$ cat config.mk
export PLATFORM = sky130hd
export DESIGN_NAME = fft_st_framer
export DESIGN_NICKNAME = d
export VERILOG_FILES = /design/src/rtl/fft_st_pkg.sv /design/src/rtl/fft_st_chk.sv /design/src/rtl/fft_st_framer.sv
export SDC_FILE = /design/constraint.sdc
export NUM_CORES = 1
export LEC_CHECK = 0
export CAP_MARGIN = 20
export CORE_MARGIN = 5
export CORE_UTILIZATION = 40
export DETAILED_ROUTE_END_ITERATION = 6
export PLACE_DENSITY_LB_ADDON = 0.3
export SLEW_MARGIN = 20
export SYNTH_ARGS = -nofsm -noshare
export SYNTH_HDL_FRONTEND = slang
export SYNTH_HIERARCHICAL = 1
export SYNTH_SLANG_ARGS = --single-unit
$ cat constraint.sdc
create_clock -name clk -period 2.7 [get_ports clk]
set_input_delay 0.675 -clock clk [delete_from_list [all_inputs] [get_ports clk]]
set_output_delay 0.675 -clock clk [all_outputs]
set_load 0.05 [all_outputs]
$ cat src/rtl/fft_st_pkg.sv
// Shared types and widths for the FFT Avalon-ST framer and its framing checker.
// No logic, so no latency.
// No flow control here; the modules that import it carry the handshakes.
package fft_st_pkg;

  // Source-side packet state: waiting for a first sample, or inside a packet.
  typedef enum logic [0:0] {
    SRC_IDLE   = 1'b0,
    SRC_STREAM = 1'b1
  } src_state_t;

  localparam int ERR_W  = 2;   // Avalon-ST error field width
  localparam int FCNT_W = 16;  // completed-packet counter width

  // Width of a counter that covers sample indices 0..n-1.
  function automatic int cnt_w(input int n);
    return (n <= 2) ? 1 : $clog2(n);
  endfunction

endpackage

$ cat src/rtl/fft_st_chk.sv
// Checks the framing of packets coming back from the FFT source and raises a sticky error flag.
// The flag rises one cycle after the offending beat.
// Never stalls; it only watches accepted beats.
module fft_st_chk
  import fft_st_pkg::*;
#(
  parameter int N = 4096
) (
  input  logic             clk,
  input  logic             rst_n,
  input  logic             beat_i,
  input  logic             sop_i,
  input  logic             eop_i,
  input  logic [ERR_W-1:0] error_i,
  input  logic             clr_err_i,
  output logic             err_flag_o
);

  localparam int            CW   = cnt_w(N);
  localparam logic [CW-1:0] LAST = CW'(N - 1);

  // rcnt holds the number of beats seen in the current packet; 0 means no packet is open.
  logic [CW-1:0] rcnt_q, rcnt_d;
  logic          err_q, err_set;

  // Classify the current beat and compute the next beat count.
  always_comb begin
    rcnt_d  = rcnt_q;
    err_set = 1'b0;
    if (beat_i) begin
      if (error_i != '0)              err_set = 1'b1;
      if (sop_i && rcnt_q != '0)      err_set = 1'b1;  // new packet starts before the old one ended
      if (eop_i && rcnt_q != LAST)    err_set = 1'b1;  // packet ends at the wrong length
      if (!sop_i && rcnt_q == '0)     err_set = 1'b1;  // data beat with no open packet
      if (eop_i)                      rcnt_d = '0;
      else if (sop_i)                 rcnt_d = CW'(1);
      else                            rcnt_d = rcnt_q + CW'(1);
    end
  end

  // Update the beat counter and the sticky flag; a new error wins over a clear.
  always_ff @(posedge clk or negedge rst_n) begin
    if (!rst_n) begin
      rcnt_q <= '0;
      err_q  <= 1'b0;
    end else begin
      rcnt_q <= rcnt_d;
      if (err_set)        err_q <= 1'b1;
      else if (clr_err_i) err_q <= 1'b0;
    end
  end

  assign err_flag_o = err_q;

endmodule

$ cat src/rtl/fft_st_framer.sv
// Frames raw samples into N-sample Avalon-ST packets for an FFT and captures the returned result stream.
// Source latency is 1 cycle at full throughput; a result word appears 1 cycle after its sink beat.
// in_ready follows src_ready through a one-deep register; the sink side never back-pressures. Framing check: FFT_ST_FRAMER_ERRCHK_EN.
module fft_st_framer
  import fft_st_pkg::*;
#(
  parameter int DW = 16,
  parameter int N  = 4096
) (
  input  logic              clk,
  input  logic              reset,
  input  logic [DW-1:0]     in_data,
  input  logic              in_valid,
  output logic              in_ready,
  output logic [DW-1:0]     src_data,
  output logic              src_valid,
  input  logic              src_ready,
  output logic              src_sop,
  output logic              src_eop,
  output logic [ERR_W-1:0]  src_error,
  input  logic [DW-1:0]     snk_data,
  input  logic              snk_valid,
  output logic              snk_ready,
  input  logic              snk_sop,
  input  logic              snk_eop,
  input  logic [ERR_W-1:0]  snk_error,
  output logic [DW-1:0]     out_data,
  output logic              out_valid,
  output logic [FCNT_W-1:0] frame_cnt,
  output logic              err_flag,
  input  logic              clr_err
);

  localparam int            CW   = cnt_w(N);
  localparam logic [CW-1:0] LAST = CW'(N - 1);

  // Reset: asserted asynchronously, released on a clock edge so every register leaves reset together.
  logic [1:0] rst_sync_q;
  logic       rst_n;

  // Two-stage reset release synchroniser.
  always_ff @(posedge clk or negedge reset) begin
    if (!reset) rst_sync_q <= 2'b00;
    else        rst_sync_q <= {rst_sync_q[0], 1'b1};
  end

  assign rst_n = rst_sync_q[1];

  // Source side: one output register that refills on the same cycle it drains.
  src_state_t    state_q;
  logic [CW-1:0] scnt_q, scnt_d;
  logic [DW-1:0] src_data_q;
  logic          src_valid_q, src_sop_q, src_eop_q;
  logic          take;

  assign in_ready = rst_n && (!src_valid_q || src_ready);
  assign take     = in_valid && in_ready;
  assign scnt_d   = (scnt_q == LAST) ? '0 : scnt_q + CW'(1);

  // Packet FSM with registered Avalon-ST outputs and sample counter.
  always_ff @(posedge clk or negedge rst_n) begin
    if (!rst_n) begin
      state_q     <= SRC_IDLE;
      scnt_q      <= '0;
      src_data_q  <= '0;
      src_valid_q <= 1'b0;
      src_sop_q   <= 1'b0;
      src_eop_q   <= 1'b0;
    end else if (take) begin
      src_data_q  <= in_data;
      src_valid_q <= 1'b1;
      src_sop_q   <= (scnt_q == '0);
      src_eop_q   <= (scnt_q == LAST);
      scnt_q      <= scnt_d;
      case (state_q)
        SRC_IDLE:   state_q <= SRC_STREAM;
        SRC_STREAM: if (scnt_q == LAST) state_q <= SRC_IDLE;
        default:    state_q <= SRC_IDLE;
      endcase
    end else if (src_ready) begin
      // Word left with nothing behind it: go empty.
      src_valid_q <= 1'b0;
      src_sop_q   <= 1'b0;
      src_eop_q   <= 1'b0;
    end
  end

  assign src_data  = src_data_q;
  assign src_valid = src_valid_q;
  assign src_sop   = src_sop_q;
  assign src_eop   = src_eop_q;
  assign src_error = '0;

  // Sink side: always ready once out of reset.
  logic              snk_beat;
  logic [DW-1:0]     out_data_q;
  logic              out_valid_q;
  logic [FCNT_W-1:0] frame_cnt_q;

  assign snk_ready = rst_n;
  assign snk_beat  = snk_valid && snk_ready;

  // Capture each result word and count completed result packets.
  always_ff @(posedge clk or negedge rst_n) begin
    if (!rst_n) begin
      out_data_q  <= '0;
      out_valid_q <= 1'b0;
      frame_cnt_q <= '0;
    end else begin
      out_valid_q <= snk_beat;
      if (snk_beat)            out_data_q  <= snk_data;
      if (snk_beat && snk_eop) frame_cnt_q <= frame_cnt_q + FCNT_W'(1);
    end
  end

  assign out_data  = out_data_q;
  assign out_valid = out_valid_q;
  assign frame_cnt = frame_cnt_q;

`ifdef FFT_ST_FRAMER_ERRCHK_EN
  fft_st_chk #(.N(N)) u_chk (
    .clk        (clk),
    .rst_n      (rst_n),
    .beat_i     (snk_beat),
    .sop_i      (snk_sop),
    .eop_i      (snk_eop),
    .error_i    (snk_error),
    .clr_err_i  (clr_err),
    .err_flag_o (err_flag)
  );
`else
  // Without the checker the framing inputs and the clear have no effect.
  logic unused_chk_in;
  assign unused_chk_in = ^{clr_err, snk_sop, snk_error};
  assign err_flag      = 1'b0;
`endif

endmodule

# After elaboration in Yosys (flattened, before gate mapping)
# Index checks and enable logic that the tools add are counted.
# totals
regBits	66
in_bits	42
elab_cells	25
output_inout_bits	57
# op_classes
eq_ne	1
reduce_logical	8
muxes	5
add_sub_neg	2
# op_table
cell	n
$add A16 B1 Y16 const B	1
$add A12 B1 Y12 const B	1
$eq A12 B12 Y1 const B	1
$logic_not A12 Y1	1
$mux W12	1
$logic_and A1 B1 Y1	4
$mux W1	4
$reduce_bool A2 Y1	1
$logic_not A1 Y1	1
$logic_or A1 B1 Y1	1

# Depth between registers and ports, before layout
# depth
word_depth	5
mapped_depth	6
mapped_depth_nobuf	6

# Least setup slack after synthesis
# Ideal clock, no wire load.
# synth_path
kind	reg-to-reg
startpoint	register rst_sync_q[1]
endpoint	register scnt_q[11]
setup_time_ns	0.129
path_slack_ns	-0.724
stages_incl_launch_ff	5
path_buffers	0
period_less_slack_ns	3.424
arrival_ns	3.295
required_ns	2.571
path_cell_list	dfrtp_1 > nand2_1 > nor4_4 > or2_2 > a31oi_1
# synth_via
elab_chain_cells	2
# synth_rtl
element	line	text
start, declared	fft_st_framer.sv:38	logic [1:0] rst_sync_q;
start signal, assigned	fft_st_framer.sv:44	else rst_sync_q <= {rst_sync_q[0], 1'b1};
$logic_and A1 B1 Y1	fft_st_framer.sv:56	assign in_ready = rst_n && (!src_valid_q || src_ready);
$logic_and A1 B1 Y1	fft_st_framer.sv:57	assign take = in_valid && in_ready;
end signal, assigned	fft_st_framer.sv:74	scnt_q <= scnt_d;
end, declared	fft_st_framer.sv:51	logic [CW-1:0] scnt_q, scnt_d;
# Every way passes these cells.
# A chain may end at the register's enable or synchronous reset.

# Worst setup path after layout
# layout_path
startpoint	input src_ready
endpoint	output in_ready
# layout_via
elab_chain_cells	2
# layout_rtl
element	line	text
start, declared	fft_st_framer.sv:17	input logic src_ready,
$logic_or A1 B1 Y1	fft_st_framer.sv:56	
$logic_and A1 B1 Y1	fft_st_framer.sv:56	
end, declared	fft_st_framer.sv:14	output logic in_ready,
# Every way passes these cells.

==> impl_metrics.tcl <==
set metrics [dict create \
    outcome "complete, no violations" \
    yosysUniqueCellTypes 32 \
    layout.area.seq_sq_um 1653 \
    endpoint_kind "output pin" \
    finalSetupViolCount 0 \
    p_leak_nw 1.806 \
    route.vias.total 2079 \
    ctsLongestPathBuffers 2 \
    wl_per_cell_um 14.03 \
    power.share.clock_pct 32.7 \
    r2r_start "rst_sync_q[1]" \
    htree_num_levels 3 \
    hold_buffers 0 \
    path_max_fanout 3 \
    switchingPower_mw 1.104 \
    crit_arrival_ns 1.63 \
    reg2reg_depth 4 \
    grt_antenna_before_repair 0 \
    syn_to_final_growth_pct 47.02 \
    synth_area_sq_um 2746 \
    hold_path.class "flip-flop to asynchronous set/reset pin" \
    rsz0062_at_grt "no" \
    swShare_pct 33.34 \
    initial_utilization_pct 40.65 \
    overflow 0 \
    cp_slowest_cell "clkdlybuf4s50_1" \
    gp_congestion 0.7744 \
    drv_slew 0 \
    relSlewSlack_pct 65.30 \
    dp_hpwl_um 4387 \
    numCtsBuffers 9 \
    io_buffer_count 91 \
    r2r-end "scnt_q[11]" \
    die_area_sq_um 8623 \
    internal_power_mw 2.207 \
    cts_tree "built" \
    fin_worst_skew_ns 0.009783 \
    drc 0 \
    coreArea_sq_um 6756 \
    num_rows 30 \
    antennaDiodeCount 0 \
    synth-edff-count 0 \
    synth_flop_cell "dfrtp_1" \
    ir_worst_vdd_mv 0.4062 \
    path_clk_slew_ns 0.07 \
    layout.nets 389 \
    finalCritPeriodShare_pct 85.55 \
    final_cell_mix "clkdlybuf4s50_1 (89), dfrtp_1 (65), nand2_1 (61), xnor2_1 (21), mux2_2 (17)" \
    postCtsSetupBuffers 0 \
    layout_setup_ws_ns 0.3900 \
    fmax_mhz 432.9 \
    maxCapViolCount 0 \
    root_buffer "clkbuf_8" \
    drtIter0Drc 82 \
    async_flop_share_pct 100.0 \
    crit_chain "clkdlybuf4s50_1 -> nand2b_1 -> and2_1 -> buf_12" \
    die_x_um 92.86 \
    cp.buffers_inverters 2 \
    final_cells 429 \
    power_density_nw_per_um2 819.9 \
    die_height_um 92.86 \
    synth_area_per_cell_sq_um 11.26 \
    layout_commonest_cell "clkdlybuf4s50_1" \
    grt_max_degree 40 \
    synth-seq-cells 66 \
    required_ns 2.03 \
    regToRegSetupSlack_ns 0.93 \
    hold_violations 0 \
    place_inst 413 \
    drive_gt1_share_pct 13.47 \
    cp_top_family "buffers and inverters" \
    multiInputGateArea_sq_um 1032 \
    cts_resized 0 \
    finalSetupTns_ns 0 \
    pin_count 99 \
    yosysWarnings 6 \
    drt_first_pass_iters 4 \
    grt_pass1_vias 2144 \
    viasPerCell 4.846 \
    critical_path.max_stage_delay_ns 0.49 \
    dp_slack_ns 0.3902 \
    grt_pass1_wl_um 10220 \
    final.min_clock_period_ns 2.310 \
    grt.total_usage_pct 14.99 \
    synthCells 244 \
    ant_nets 0 \
    pwr-share-seq_pct 38.2 \
    fillCellCount 577 \
    routed_wl_um 6020 \
    critPathKind "input pin to output pin" \
    ys_seq_area_share_pct 60.14 \
    clk_latency_ns 0.33 \
    combPwrFrac_pct 29.1 \
    tightest_slew_ns 0.5189 \
    cts_sinks 66 \
    start_kind "input pin" \
]
-- final cells by class --
cell class	count	area share, %
sequential	66	40.94
multi-input combinational	166	25.57
timing repair buffer	96	23.99
clock inverter	7	3.502
clock buffer	9	3.068
tap	80	2.479
inverter	5	0.4648
-- synthesized netlist by cell type, types with 2 or more instances --
master | count | area (sq um)
xor2_1 | 2 | 17.52
nor4b_1 | 2 | 17.52
buf_4 | 3 | 22.52
conb_1 | 2 | 7.510
nand4_1 | 5 | 31.28
inv_1 | 5 | 18.77
a31o_2 | 2 | 17.52
and4_1 | 3 | 26.28
nor3_1 | 3 | 15.01
ha_1 | 3 | 37.54
a21oi_1 | 2 | 10.01
and2_1 | 2 | 12.51
dfrtp_1 | 66 | 1652
buf_2 | 5 | 25.02
and3_1 | 4 | 25.02
mux2_2 | 17 | 191.4
nand3_1 | 14 | 70.07
nor2_1 | 10 | 37.54
xnor2_1 | 21 | 183.9
nand2_1 | 61 | 229.0
-- power by group through the flow --
stage	Clock [mW]	Combinational (mW)	Sequential, mW
global route	1.16	1.02	1.29
floorplan	0	0.221	1.67
detailed placement	0	0.974	1.28
CTS	1.11	0.978	1.27
finish	1.08	0.964	1.26
global placement	0	0.961	1.28
-- worst max path at each step --
| stage | startpoint | to | slack [ns] | cells after the start |
|---|---|---|---|---|
| 6_report | src_ready | in_ready | 0.39 | 4 |
| 5_1_grt | frame_cnt[4] | frame_cnt[4] | 0.34 | 1 |
| 4_1_cts | src_ready | in_ready | 0.38 | 4 |
| 3_5_place_dp | src_ready | in_ready | 0.39 | 4 |
| 3_3_place_gp | src_ready | in_ready | 0.38 | 4 |
| 2_1_floorplan | rst_sync_q[1] | in_ready | 0.19 | 1 |
-- stage by stage --
step           area (sq um)  util (%)  power (mW)  hold WS (ns)
2_1_floorplan          2755         -       1.889        0.3311
3_3_place_gp           3772     55.83       2.237        0.2288
3_5_place_dp           3772     55.83       2.257        0.2219
4_1_cts                4038     59.76       3.353        0.2271
5_1_grt                4038     59.76       3.474        0.2418
6_report               4038     59.76       3.310        0.2033
-- logic make-up after synthesis --
logic type / synth area share (%)
buffers and inverters: 2.551
adder cells (fa/ha/maj): 1.367
multiplexers: 6.970
AO/OA/AOI/OAI: 2.005
other: 0.2735
XOR/XNOR: 7.335
flip-flops: 60.14
AND/OR/NAND/NOR: 19.36
-- sequential cells by signal (all words and copies together), names as in the netlist --
| name | cells |
|---|---|
| rst_sync_q | 2 |
| scnt_q | 12 |
| out_data | 16 |
| src_data | 16 |
| out_valid | 1 |
| src_valid | 1 |
| src_sop | 1 |
| src_eop | 1 |
| frame_cnt | 16 |
-- layer usage --
metal / wire length, um / global-route usage [%]
met1: 2561 / 18.54
met2: 2978 / 23.46
met3: 414 / 5.280
met4: 65 / 6.960
met5: 0 / 0
No activity file was read; power rests on OpenSTA's default activity.
